--- src/rtl/tmds_enc_mc_if.sv ---
// Pixel-side and serialiser-side bus of the multi-channel TMDS encoder.
// Optional TERC4 data-island inputs are present when TMDS_ENC_TERC4_EN is defined.
//
// Flow control: there is no ready signal. The encoder samples px_data_i,
// px_data_valid_i and ctrl_i (and the aux inputs) on every clock. It presents
// one symbol per lane on every clock, exactly two clocks later.
interface tmds_enc_mc_if #(
    parameter int CHANNELS = 3
);
    logic [CHANNELS*8-1:0]  px_data_i;
    logic                   px_data_valid_i;
    logic [CHANNELS*2-1:0]  ctrl_i;
    logic [CHANNELS*10-1:0] tmds_data_o;
    logic                   tmds_data_valid_o;
`ifdef TMDS_ENC_TERC4_EN
    logic [CHANNELS*4-1:0]  aux_data_i;
    logic                   aux_valid_i;

    modport master (
        output px_data_i, px_data_valid_i, ctrl_i, aux_data_i, aux_valid_i,
        input  tmds_data_o, tmds_data_valid_o
    );
    modport slave (
        input  px_data_i, px_data_valid_i, ctrl_i, aux_data_i, aux_valid_i,
        output tmds_data_o, tmds_data_valid_o
    );
`else
    modport master (
        output px_data_i, px_data_valid_i, ctrl_i,
        input  tmds_data_o, tmds_data_valid_o
    );
    modport slave (
        input  px_data_i, px_data_valid_i, ctrl_i,
        output tmds_data_o, tmds_data_valid_o
    );
`endif
endinterface

--- src/rtl/tmds_enc_mc.sv ---
// Multi-channel DVI/HDMI TMDS 8b/10b encoder.
// The encoder has a two-stage pipeline:
//   - Stage 1 does transition minimisation (q_m).
//   - Stage 2 does DC balancing with a per-lane running disparity count, or
//     selects a control code during blanking.
// Optional feature macro: TMDS_ENC_TERC4_EN. It adds HDMI TERC4 data-island
// symbols, which are emitted when DE is low and aux_valid_i is high.
module tmds_enc_mc #(
    parameter int CHANNELS = 3
) (
    input  logic             clk_i,
    input  logic             rst_i,
    tmds_enc_mc_if.slave     bus
);
    localparam logic [9:0] CTRL_00 = 10'b1101010100;

    function automatic logic [3:0] popcount8(input logic [7:0] v);
        logic [3:0] s;
        s = '0;
        for (int i = 0; i < 8; i++) s = s + 4'(v[i]);
        return s;
    endfunction

    // q_m[8] records which operation was used: 1 means XOR, 0 means XNOR.
    function automatic logic [8:0] minimise(input logic [7:0] d);
        logic [3:0] n1d;
        logic       use_xnor;
        logic [8:0] q;
        n1d      = popcount8(d);
        use_xnor = (n1d > 4'd4) || ((n1d == 4'd4) && !d[0]);
        q        = '0;
        q[0]     = d[0];
        for (int i = 1; i < 8; i++)
            q[i] = use_xnor ? ~(q[i-1] ^ d[i]) : (q[i-1] ^ d[i]);
        q[8] = ~use_xnor;
        return q;
    endfunction

    // Returns {next_cnt[4:0], symbol[9:0]}.
    // The disparity arithmetic is done at 6 bits and then truncated.
    function automatic logic [14:0] balance(input logic [8:0] qm, input logic [4:0] cnt);
        logic [3:0]        n1;
        logic signed [5:0] c6;
        logic signed [5:0] diff;
        logic signed [5:0] two_qm8;
        logic signed [5:0] two_nqm8;
        logic signed [5:0] nxt;
        logic [9:0]        sym;
        n1       = popcount8(qm[7:0]);
        c6       = {cnt[4], cnt};
        diff     = $signed({1'b0, n1, 1'b0}) - 6'sd8;     // N1 - N0
        two_qm8  = $signed({4'b0, qm[8], 1'b0});
        two_nqm8 = $signed({4'b0, ~qm[8], 1'b0});
        if ((cnt == 5'd0) || (n1 == 4'd4)) begin
            sym = {~qm[8], qm[8], (qm[8] ? qm[7:0] : ~qm[7:0])};
            nxt = qm[8] ? (c6 + diff) : (c6 - diff);
        end else if ((!cnt[4] && (n1 > 4'd4)) || (cnt[4] && (n1 < 4'd4))) begin
            sym = {1'b1, qm[8], ~qm[7:0]};
            nxt = c6 + two_qm8 - diff;
        end else begin
            sym = {1'b0, qm[8], qm[7:0]};
            nxt = c6 - two_nqm8 + diff;
        end
        return {5'(nxt), sym};
    endfunction

    function automatic logic [9:0] ctrl_code(input logic [1:0] c);
        logic [9:0] s;
        case (c)
            2'b00:   s = 10'b1101010100;
            2'b01:   s = 10'b0010101011;
            2'b10:   s = 10'b0101010100;
            default: s = 10'b1010101011;
        endcase
        return s;
    endfunction

`ifdef TMDS_ENC_TERC4_EN
    function automatic logic [9:0] terc4_code(input logic [3:0] d);
        logic [9:0] s;
        case (d)
            4'h0: s = 10'b1010011100;  4'h1: s = 10'b1001100011;
            4'h2: s = 10'b1011100100;  4'h3: s = 10'b1011100010;
            4'h4: s = 10'b0101110001;  4'h5: s = 10'b0100011110;
            4'h6: s = 10'b0110001110;  4'h7: s = 10'b0100111100;
            4'h8: s = 10'b1011001100;  4'h9: s = 10'b0100111001;
            4'hA: s = 10'b0110011100;  4'hB: s = 10'b1011000110;
            4'hC: s = 10'b1010001110;  4'hD: s = 10'b1001110001;
            4'hE: s = 10'b0101100011;  default: s = 10'b1011000011;
        endcase
        return s;
    endfunction

    logic                         aux_valid_q;
    logic [CHANNELS-1:0][3:0]     aux_q;
`endif

    logic [CHANNELS-1:0][7:0]     px;
    logic [CHANNELS-1:0][8:0]     qm_d, qm_q;
    logic                         de_q;
    logic [CHANNELS-1:0][1:0]     ctrl_q;
    logic [CHANNELS-1:0][9:0]     sym_d, sym_q;
    logic [CHANNELS-1:0][4:0]     cnt_d, cnt_q;
    logic                         valid_q;

    assign px = bus.px_data_i;

    // Stage 1 combinational logic: transition-minimise every lane.
    always_comb begin
        for (int n = 0; n < CHANNELS; n++) qm_d[n] = minimise(px[n]);
    end

    // Stage 1 registers: q_m, together with DE and the control/aux inputs.
    always_ff @(posedge clk_i or negedge rst_i) begin
        if (!rst_i) begin
            qm_q        <= '0;
            de_q        <= 1'b0;
            ctrl_q      <= '0;
`ifdef TMDS_ENC_TERC4_EN
            aux_valid_q <= 1'b0;
            aux_q       <= '0;
`endif
        end else begin
            qm_q        <= qm_d;
            de_q        <= bus.px_data_valid_i;
            ctrl_q      <= bus.ctrl_i;
`ifdef TMDS_ENC_TERC4_EN
            aux_valid_q <= bus.aux_valid_i;
            aux_q       <= bus.aux_data_i;
`endif
        end
    end

    // Stage 2 combinational logic, in priority order:
    //   - video DC balancing, when DE is high;
    //   - otherwise a TERC4 or control symbol.
    // The disparity count is cleared outside active video.
    always_comb begin
        for (int n = 0; n < CHANNELS; n++) begin
            sym_d[n] = ctrl_code(ctrl_q[n]);
            cnt_d[n] = '0;
            if (de_q) begin
                {cnt_d[n], sym_d[n]} = balance(qm_q[n], cnt_q[n]);
            end
`ifdef TMDS_ENC_TERC4_EN
            else if (aux_valid_q) begin
                sym_d[n] = terc4_code(aux_q[n]);
            end
`endif
        end
    end

    // Stage 2 registers: output symbols, disparity counters and delayed DE.
    always_ff @(posedge clk_i or negedge rst_i) begin
        if (!rst_i) begin
            sym_q   <= {CHANNELS{CTRL_00}};
            cnt_q   <= '0;
            valid_q <= 1'b0;
        end else begin
            sym_q   <= sym_d;
            cnt_q   <= cnt_d;
            valid_q <= de_q;
        end
    end

    assign bus.tmds_data_o       = sym_q;
    assign bus.tmds_data_valid_o = valid_q;
endmodule

--- src/flat_wrapper.sv ---
// flat-port wrapper written by rule: the top's interface ports become plain ports
module tmds_enc_mc_flat 
#(
    parameter int CHANNELS = 3
)
  (clk_i, rst_i, bus_px_data_i, bus_px_data_valid_i, bus_ctrl_i, bus_tmds_data_o, bus_tmds_data_valid_o);
  tmds_enc_mc_if #(.CHANNELS(CHANNELS)) bus_i ();
  input  logic clk_i;
  input  logic rst_i;
  input wire logic [$bits(bus_i.px_data_i)-1:0] bus_px_data_i;
  input wire logic [$bits(bus_i.px_data_valid_i)-1:0] bus_px_data_valid_i;
  input wire logic [$bits(bus_i.ctrl_i)-1:0] bus_ctrl_i;
  output wire logic [$bits(bus_i.tmds_data_o)-1:0] bus_tmds_data_o;
  output wire logic [$bits(bus_i.tmds_data_valid_o)-1:0] bus_tmds_data_valid_o;
  assign bus_i.px_data_i = bus_px_data_i;
  assign bus_i.px_data_valid_i = bus_px_data_valid_i;
  assign bus_i.ctrl_i = bus_ctrl_i;
  assign bus_tmds_data_o = bus_i.tmds_data_o;
  assign bus_tmds_data_valid_o = bus_i.tmds_data_valid_o;
  tmds_enc_mc #(.CHANNELS(CHANNELS)) u_core (.clk_i(clk_i), .rst_i(rst_i), .bus(bus_i));
endmodule
--- config.mk ---
export PLATFORM = sky130hd
export DESIGN_NAME = tmds_enc_mc_flat
export DESIGN_NICKNAME = d
export VERILOG_FILES = /design/src/rtl/tmds_enc_mc_if.sv /design/src/rtl/tmds_enc_mc.sv /design/src/flat_wrapper.sv
export SDC_FILE = /design/constraint.sdc
export NUM_CORES = 1
export LEC_CHECK = 0
export CAP_MARGIN = 25
export CORE_UTILIZATION = 35
export CTS_CLUSTER_DIAMETER = 50
export DETAILED_ROUTE_END_ITERATION = 8
export GPL_ROUTABILITY_DRIVEN = 0
export GPL_TIMING_DRIVEN = 0
export PLACE_DENSITY = 0.56
export SLEW_MARGIN = 25
export SYNTH_ARGS = -nofsm -noshare
export SYNTH_HDL_FRONTEND = slang
export SYNTH_SLANG_ARGS = --single-unit
export TNS_END_PERCENT = 20
--- constraint.sdc ---
create_clock -name clk_i -period 6 [get_ports clk_i]
set_clock_uncertainty 0.1 [all_clocks]
set_input_delay 0.6 -clock clk_i [delete_from_list [all_inputs] [get_ports clk_i]]
set_output_delay 0.6 -clock clk_i [all_outputs]
set_load 0.01 [all_outputs]
=== After elaboration in Yosys (flattened, before gate mapping) ===
Cells that the tools add are included.

* Register bits: 80
* Bits in latches: 0
* Memory bits (writable): 0
* Bits in read-only memories: 0
* Output and inout bits: 31
* Word-level logic and storage cells: 227
* Memories kept: 0

* Add/subtract/negate cells: 63
* $mul: 0
* Div/mod/pow operators: 0
* Order comparisons: 9
* Eq/ne operators: 12
* Shift operators: 0
* Multiplexer cells: 48
* Bitwise operators: 51
* Reductions and logical operators: 30

{| class="wikitable"
|+ Operator list
! kind !! count
|-
| adder 4 x 1 -> 4 bit || 36
|-
| 2-to-1 mux 10 bit || 9
|-
| one-hot mux 10 bit (3 select lines) || 3
|-
| 2-to-1 mux 5 bit || 12
|-
| adder 5 bit || 6
|-
| subtractor 5 bit || 6
|-
| NOT 1 bit || 27
|-
| equality test 4 x 3 -> 1 bit (second input constant) || 6
|-
| greater-than comparator 4 x 3 -> 1 bit (second input constant) || 6
|-
| 2-to-1 mux 8 bit || 3
|-
| NOT 8 bit || 3
|-
| 2-to-1 mux 1 bit || 21
|-
| XOR 1 bit || 21
|-
| adder 5 x 3 -> 5 bit || 3
|-
| zero test 5 bit || 3
|-
| subtractor 5 x 3 -> 5 bit || 3
|-
| subtractor 5 x 4 -> 5 bit (second input constant) || 3
|-
| adder 1 x 1 -> 2 bit || 6
|-
| < comparator 4 x 3 -> 1 bit (second input constant) || 3
|-
| logical AND 1 bit || 9
|-
| logical OR 1 bit || 9
|-
| equality test 2 x 1 -> 1 bit (second input constant) || 3
|-
| equality test 2 bit (second input constant) || 3
|-
| zero test 1 bit || 6
|-
| zero test 2 bit || 3
|}

=== Logic depth before layout (Yosys ltp) ===
Gate-level depths: netlist of run 1.

* Depth after elaboration: 29
* Gate-level depth with buffers: 16

=== Least setup slack after synthesis of run 1 ===
Ideal clock, no wire load.

* Kind: register to register
* From: register u_core.qm_q[18] (netlist bit)
* To: register u_core.sym_q, in the netlist u_core.bus.tmds_data_o[20]
* Setup time: 0.143 ns
* Data arrival time: 4.213 ns
* Path slack: 1.544 ns
* Cell stages (with the launch flop): 15
* Buffers on the path: 0
* Period minus slack after synthesis: 4.456 ns
* Cells stage by stage: dfrtp_1 > ha_1 > inv_1 > fa_1 > fa_1 > fa_1 > fa_1 > xnor2_1 > inv_1 > ha_1 > a211oi_4 > a21oi_2 > mux2i_4 > xnor2_1 > a21oi_1

{| class="wikitable"
|+ RTL lines
! what !! line !! source
|-
| start, declared || tmds_enc_mc.sv:99 || <nowiki>logic [CHANNELS-1:0][8:0] qm_d, qm_q;</nowiki>
|-
| start signal, assigned || tmds_enc_mc.sv:124 || <nowiki>qm_q <= qm_d;</nowiki>
|-
| end signal, assigned || tmds_enc_mc.sv:156 || <nowiki>sym_q <= {CHANNELS{CTRL_00}};</nowiki>
|-
| end signal, assigned || tmds_enc_mc.sv:160 || <nowiki>sym_q <= sym_d;</nowiki>
|-
| end, declared || tmds_enc_mc.sv:102 || <nowiki>logic [CHANNELS-1:0][9:0] sym_d, sym_q;</nowiki>
|}

==> results of run 1 <==
## per-layer routing
layer  share of wire, %  up-vias
met5                  0        -
met4                1.1        0
met3                1.9       10
met2                 49       39
met1                 48     1988
li1                   -     2016
## placed cells by master (no fill, tap or decap), types with 4 or more instances in the layout
cell               n
clkdlybuf4s50_1   62
nand4_1            6
nor3b_1            6
a21oi_1           40
inv_6              4
a21o_1             4
a21oi_2            7
o21ai_0           11
fa_1              39
clkbuf_1           6
o211ai_1           7
nand2b_1           6
xor2_1             9
a211oi_1           6
nor2_1            14
dfrtp_1           62
nand2_1           17
ha_1              75
and2_1             8
o211a_1            4
xnor2_1           69
nor3_1             6
dfstp_2           15
clkbuf_16          9
inv_1            110
mux2i_1            8
nand3_1            6
## area by class of cell
cell class                 instances  area, um^2
fill                            1642        9480
multi-input combinational        381        3700
sequential                        77        1950
timing repair buffer              64         656
inverter                         110         413
tap                              220         275
clock buffer                      10         239
buffer                            11        58.8
clock inverter                     6        51.3
## path summary, 6_finish.rpt
path / startpoint / slack (ns) / end
setup / recovery: u_core.qm_q[9] / 1.04 / u_core.bus.tmds_data_o[15]
hold / removal: rst_i / 0.06 / u_core.qm_q[26]
setup reg to reg: u_core.qm_q[9] / 1.04 / u_core.bus.tmds_data_o[15]
hold reg to reg: u_core.de_q / 0.36 / u_core.bus.tmds_data_valid_o
max in group asynchronous: rst_i / 5.10 / u_core.bus.tmds_data_o[19]
min in group clk_i: u_core.de_q / 0.36 / u_core.bus.tmds_data_valid_o
## flip-flops by register name (all words and copies together), names as in the netlist
signal	flops
u_core.ctrl_q	6
u_core.qm_q	27
u_core.bus.tmds_data_valid_o	1
u_core.bus.tmds_data_o	30
u_core.de_q	1
u_core.cnt_q	12
## metrics by stage
stage                     setup slack [ns]  utilization [%]  cell area, um^2  std cells  hold WS [ns]
after floorplan                       1.54                -             6110        579         0.204
after global placement                1.09             41.7             7020        862         0.357
after detailed placement              1.00             41.9             7040        863         0.359
after CTS                            0.975             43.6             7330        879        0.0724
after global routing                 0.630             43.6             7330        879        0.0845
final                                 1.04             43.6             7330        879        0.0632
## worst register-to-register path, stage by stage, from the launching register on
cell	delay (ns)
dfrtp_1	0.40
ha_1	0.29
inv_1	0.05
fa_1	0.50
fa_1	0.52
fa_1	0.47
fa_1	0.40
xnor2_1	0.47
inv_1	0.10
ha_1	0.28
a211oi_4	0.29
a21oi_2	0.16
mux2i_4	0.43
xnor2_1	0.12
a21oi_1	0.28
## logic make-up (layout without fill, tap and decap cells)
kind of cell,Yosys count,in the layout,synth area share [%]
compound gates,98,98,11.6
xor+xnor,78,78,11.2
fa+ha+maj,114,114,28.1
buf+inv,121,201,7.72
flops,77,77,31.8
mux,11,11,2.42
simple gates,80,80,7.18
==> summary.txt, run 1 <==
Final period util: 82.7%
Ys Warns: 0
most common cell in the synthesized netlist: inv_1
share of the synthesized area in the top cell type: 25.4%
Max Clk Rate: 0.201 GHz
Post-CTS Setup Inserts: 0
post-DR wirelength/cell: 14.0 um
Tmin final: 4.96 ns
cell row count: 47
cts repair resizes: 0
Fin. Hold Viols: 0
dominant cell type by area after synthesis: dfrtp_1
Max-slew headroom: 53.9%
TritonCTS buffer count: 9
Seq/Total Area, Yosys: 31.8%
unrepaired setup endpoints after global routing: no
Die ar.: 0.0180 mm^2
worst-path cell chain: ha_1 -> inv_1 -> fa_1 -> fa_1 -> fa_1 -> fa_1 -> xnor2_1 -> inv_1 -> ha_1 -> a211oi_4 -> a21oi_2 -> mux2i_4 -> xnor2_1 -> a21oi_1
DR vias/cell: 4.61
vias in the first global route: 4342
maximum clock insertion buffer count: 2
worst-margin pin slew: 0.687 ns
# setup viols final: 0
Worst Path Arrival: 5.09 ns
Crit Path Max Fanout: 9
Routed Antenna Nets: 0
CTS H-tree lvls: 3
status: finished clean
hold-fix buffers at CTS: 0
crit-path leading delay family: adder cells
DRC: 0
DR iter-0 viols: 111
Worst Setup End Kind: flop
Crit. path cell count: 14
r2r worst-path depth: 14
antenna violations before repair: 0
Clock Latency Late Sink: 0.34 ns
Port Buffers: 63
GR peak layer: met2
Max Cap Violations: 0
first-pass GRT wire length: 21.2 mm
layout cell share with drive strength beyond 1: 8.19%
Synth async-reset ratio: 100%
most used cell, CP: fa_1
Setup TNS: 0 ns
core area: 0.0168 mm^2
Area Overhead vs Synth: 20.0%
post-synthesis area per instance: 10.6 um^2
GRT met1 Usage: 19.9%
clock-pin slew on the worst setup and hold paths: 0.07 ns
met3 Resource Use GR: 2.08%
number of synthesized flops with an enable pin: 0
Pins Over Slew Limit: 0
global-route usage over all layers: 15.0%
die outline height: 134 um
crit path max-delay cell type: fa_1
IO Pins: 64
TritonRoute pass-1 iters: 4
detailed-placement wirelength estimate: 10.1 mm
Area contributors post-synth: dfrtp_1 25%, ha_1 15%, fa_1 13%
CP required: 6.12 ns
post-synth net total: 726
prevailing post-synth register cell: dfrtp_1
Hold Path Class: input pin to asynchronous set/reset pin
grt total ovfl: 0
type of origin of the critical path: flop
cell count after synthesis: 579
Vias: 4053
clk root buf: clkbuf_16
Crit path buffers/inverters: 2
Nets: 801
Ant. Diodes: 0
largest net degree at the start of global routing: 55
synth unique cells: 41
Largest stage delay, worst path: 0.52 ns
WL final: 12.3 mm
synthesized cell area: 0.00611 mm^2
#FFs+latches synth: 77
met2 global-route usage: 25.6%
Synth top cells by count: 110 x inv_1, 75 x ha_1, 69 x xnor2_1
die width: 134 um
Critical Setup Path Class: flop to flop
Starting Density: 36.3%
CTS tree: yes
TritonCTS Sinks: 77
Power of run 1 is left out: the tool's default activity adds up to more than one toggle a clock period on the data nets, which glitch-free logic cannot reach.
==> inputs of run 2 (changes only) <==
--- a/config.mk
+++ b/config.mk
@@ -11,7 +11,7 @@
 export DETAILED_ROUTE_END_ITERATION = 8
 export GPL_ROUTABILITY_DRIVEN = 0
 export GPL_TIMING_DRIVEN = 0
-export PLACE_DENSITY = 0.56
+export PLACE_DENSITY = 0.58
 export SLEW_MARGIN = 25
 export SYNTH_ARGS = -nofsm -noshare
 export SYNTH_HDL_FRONTEND = slang
==> constraint.sdc (replaced) <==
create_clock -name clk_i -period 4.3 [get_ports clk_i]
set_clock_uncertainty 0.1 [all_clocks]
set_input_delay 0.43 -clock clk_i [delete_from_list [all_inputs] [get_ports clk_i]]
set_output_delay 0.43 -clock clk_i [all_outputs]
set_load 0.01 [all_outputs]
==> run 2 against run 1 <==
  * The run now ends with setup timing left
  * Design area rose by 9.1%
  * Sequential cell count did not move
  * Utilization rose by 4.0 points
  * Largest cell class unchanged
==> summary.txt, run 2 (same netlist as run 1, synthesis figures left out) <==
hold path start: u_core.de_q
global-route usage over all layers: 15.5% (+0.50 points)
Worst R2R End: u_core.cnt_q[9]
vias in the first global route: 4626 (+6.5%)
Vias: 4296 (+6.0%)
Die ar.: 0.0180 mm^2 (unchanged)
type of origin of the critical path: flop
TritonCTS Sinks: 77 (unchanged)
Pins Over Slew Limit: 0 (unchanged)
reg2reg start: u_core.qm_q[10]
TritonCTS buffer count: 9 (unchanged)
Max Used Layer: met4
unrepaired setup endpoints after global routing: yes
Hold Path Depth: 0
Worst Path Arrival: 4.57 ns (-0.52 ns)
most frequent cells in the layout: 106 x inv_1, 65 x ha_1, 62 x clkdlybuf4s50_1, 62 x dfrtp_1, 61 x xnor2_1
Max Clk Rate: 0.227 GHz (+13%)
DR iter-0 viols: 166 (+50%)
Ant. Diodes: 0 (unchanged)
DRC: 0 (unchanged)
Hold Path Class: flop to flop
most common cell after layout, fill and taps aside: inv_1
r2r worst-path depth: 15 (+1)
worst-margin pin slew: 0.700 ns (+0.0131 ns)
CP required: 4.46 ns (-1.66 ns)
CTS tree: yes
Final period util: 102% (+20 points)
clk root buf: clkbuf_16
Area Overhead vs Synth: 30.8%
Nets: 835 (+4.2%)
core area: 0.0168 mm^2 (unchanged)
metal3 WL: 304 um (+33%)
FILL cells: 1572 (-4.3%)
Worst Hold End: u_core.bus.tmds_data_valid_o
Max Cap Violations: 0 (unchanged)
post-DR wirelength/cell: 14.8 um (+6.1%)
wire length on met2: 6.93 mm (+16%)
Crit Path Max Fanout: 2 (-7)
Fin. Hold Viols: 0 (unchanged)
layout cell share with drive strength beyond 1: 19.3% (+11 points)
clock-pin slew on the worst setup and hold paths: 0.07 ns (about the same)
IO Pins: 64 (unchanged)
Tmin final: 4.41 ns (-0.558 ns)
failing checks: setup timing
design area: 0.00800 mm^2 (+9.1%)
die outline height: 134 um (unchanged)
crit path from: u_core.qm_q[10]
Starting Density: 36.3% (unchanged)
antenna violations before repair: 0 (unchanged)
Port Buffers: 63 (unchanged)
maximum clock insertion buffer count: 2 (unchanged)
die width: 134 um (unchanged)
WL final: 13.5 mm (+10%)
DR vias/cell: 4.71 (+2.0%)
# setup viols final: 4 (+4)
cell row count: 47 (unchanged)
status: finished, violations left
Max-slew headroom: 53.0% (-0.90 points)
Placed Area: 0.00707 mm^2 (+0.39%)
largest net degree at the start of global routing: 56 (+1.8%)
met1 WL: 6.01 mm (+0.87%)
register-to-register setup slack: -0.11 ns (-1.14 ns)
grt total ovfl: 0 (unchanged)
Worst Setup End Kind: flop
first-pass GRT wire length: 21.9 mm (+3.2%)
detailed-placement wirelength estimate: 10.4 mm (+2.8%)
CTS H-tree lvls: 3 (unchanged)
Clock Latency Late Sink: 0.34 ns (about the same)
Routed Antenna Nets: 0 (unchanged)
Largest register FFs: 30 (unchanged)
Critical Setup Path Class: flop to flop
setup ws final: -0.105 ns (-1.14 ns)
TritonRoute pass-1 iters: 4 (unchanged)
## run 2: worst max-delay path by stage
| stage | end | slack, ns | depth (start not counted) |
|---|---|---|---|
| 2_1_floorplan | u_core.cnt_q[9] | -0.06 | 15 |
| 3_3_place_gp | u_core.bus.tmds_data_o[13] | -0.40 | 14 |
| 3_5_place_dp | u_core.cnt_q[9] | -0.47 | 15 |
| 4_1_cts | u_core.cnt_q[9] | -0.10 | 15 |
| 5_1_grt | u_core.cnt_q[9] | -0.24 | 15 |
| 6_report | u_core.cnt_q[9] | -0.11 | 15 |
## run 2: timing repair
item | in CTS | in global routing
endpoints found under the hold margin | 16 | 0
gates cloned | 0 | 0
hold buffers | 1 | 0
pin swaps | 21 | 30
endpoints found under the setup margin | 39 | 37
gates resized for setup | 22 | 38
setup buffers | 18 | 15
## run 2: area by class of cell
type                    instances  area (um^2)  area share [%]
inverters                     110          415            5.19
clock buffers                  10          239            2.99
repair buffers                 98          962            12.0
clock inverters                 6         71.3           0.892
flip-flops and latches         77         1950            24.3
multi-input cells             381         4030            50.4
plain buffers                  11         58.8           0.735
well taps                     220          275            3.44
## run 2: per-stage QoR
step	utilization [%]	setup TNS, ns	setup slack, ns	hold WS (ns)	instances
6_report	47.6	-0.268	-0.105	0.393	913
5_1_grt	47.6	-2.00	-0.239	0.432	913
4_1_cts	45.7	-0.237	-0.102	0.416	898
3_5_place_dp	42.0	-13.28	-0.469	0.268	863
3_3_place_gp	41.9	-10.71	-0.396	0.387	862
2_1_floorplan	-	-0.292	-0.0633	0.0344	579
## run 2: worst max-delay path, stage by stage, from the launching register on
cell	delay [ns]
dfrtp_1	0.39
ha_1	0.28
inv_1	0.04
fa_1	0.52
fa_1	0.46
fa_2	0.38
fa_2	0.59
ha_1	0.23
nor2_2	0.11
a21oi_2	0.06
ha_1	0.29
a21o_1	0.18
a21oi_2	0.15
xnor2_1	0.10
or3b_1	0.36
nand4_1	0.11
## run 2: metal layers
| layer | up-vias | global-route usage, % |
|---|---|---|
| li1 | 2080 | - |
| met1 | 2124 | 19.1 |
| met2 | 68 | 27.3 |
| met3 | 24 | 2.15 |
| met4 | 0 | 6.18 |
| met5 | - | 0 |
Power of run 2 is left out for the same reason.
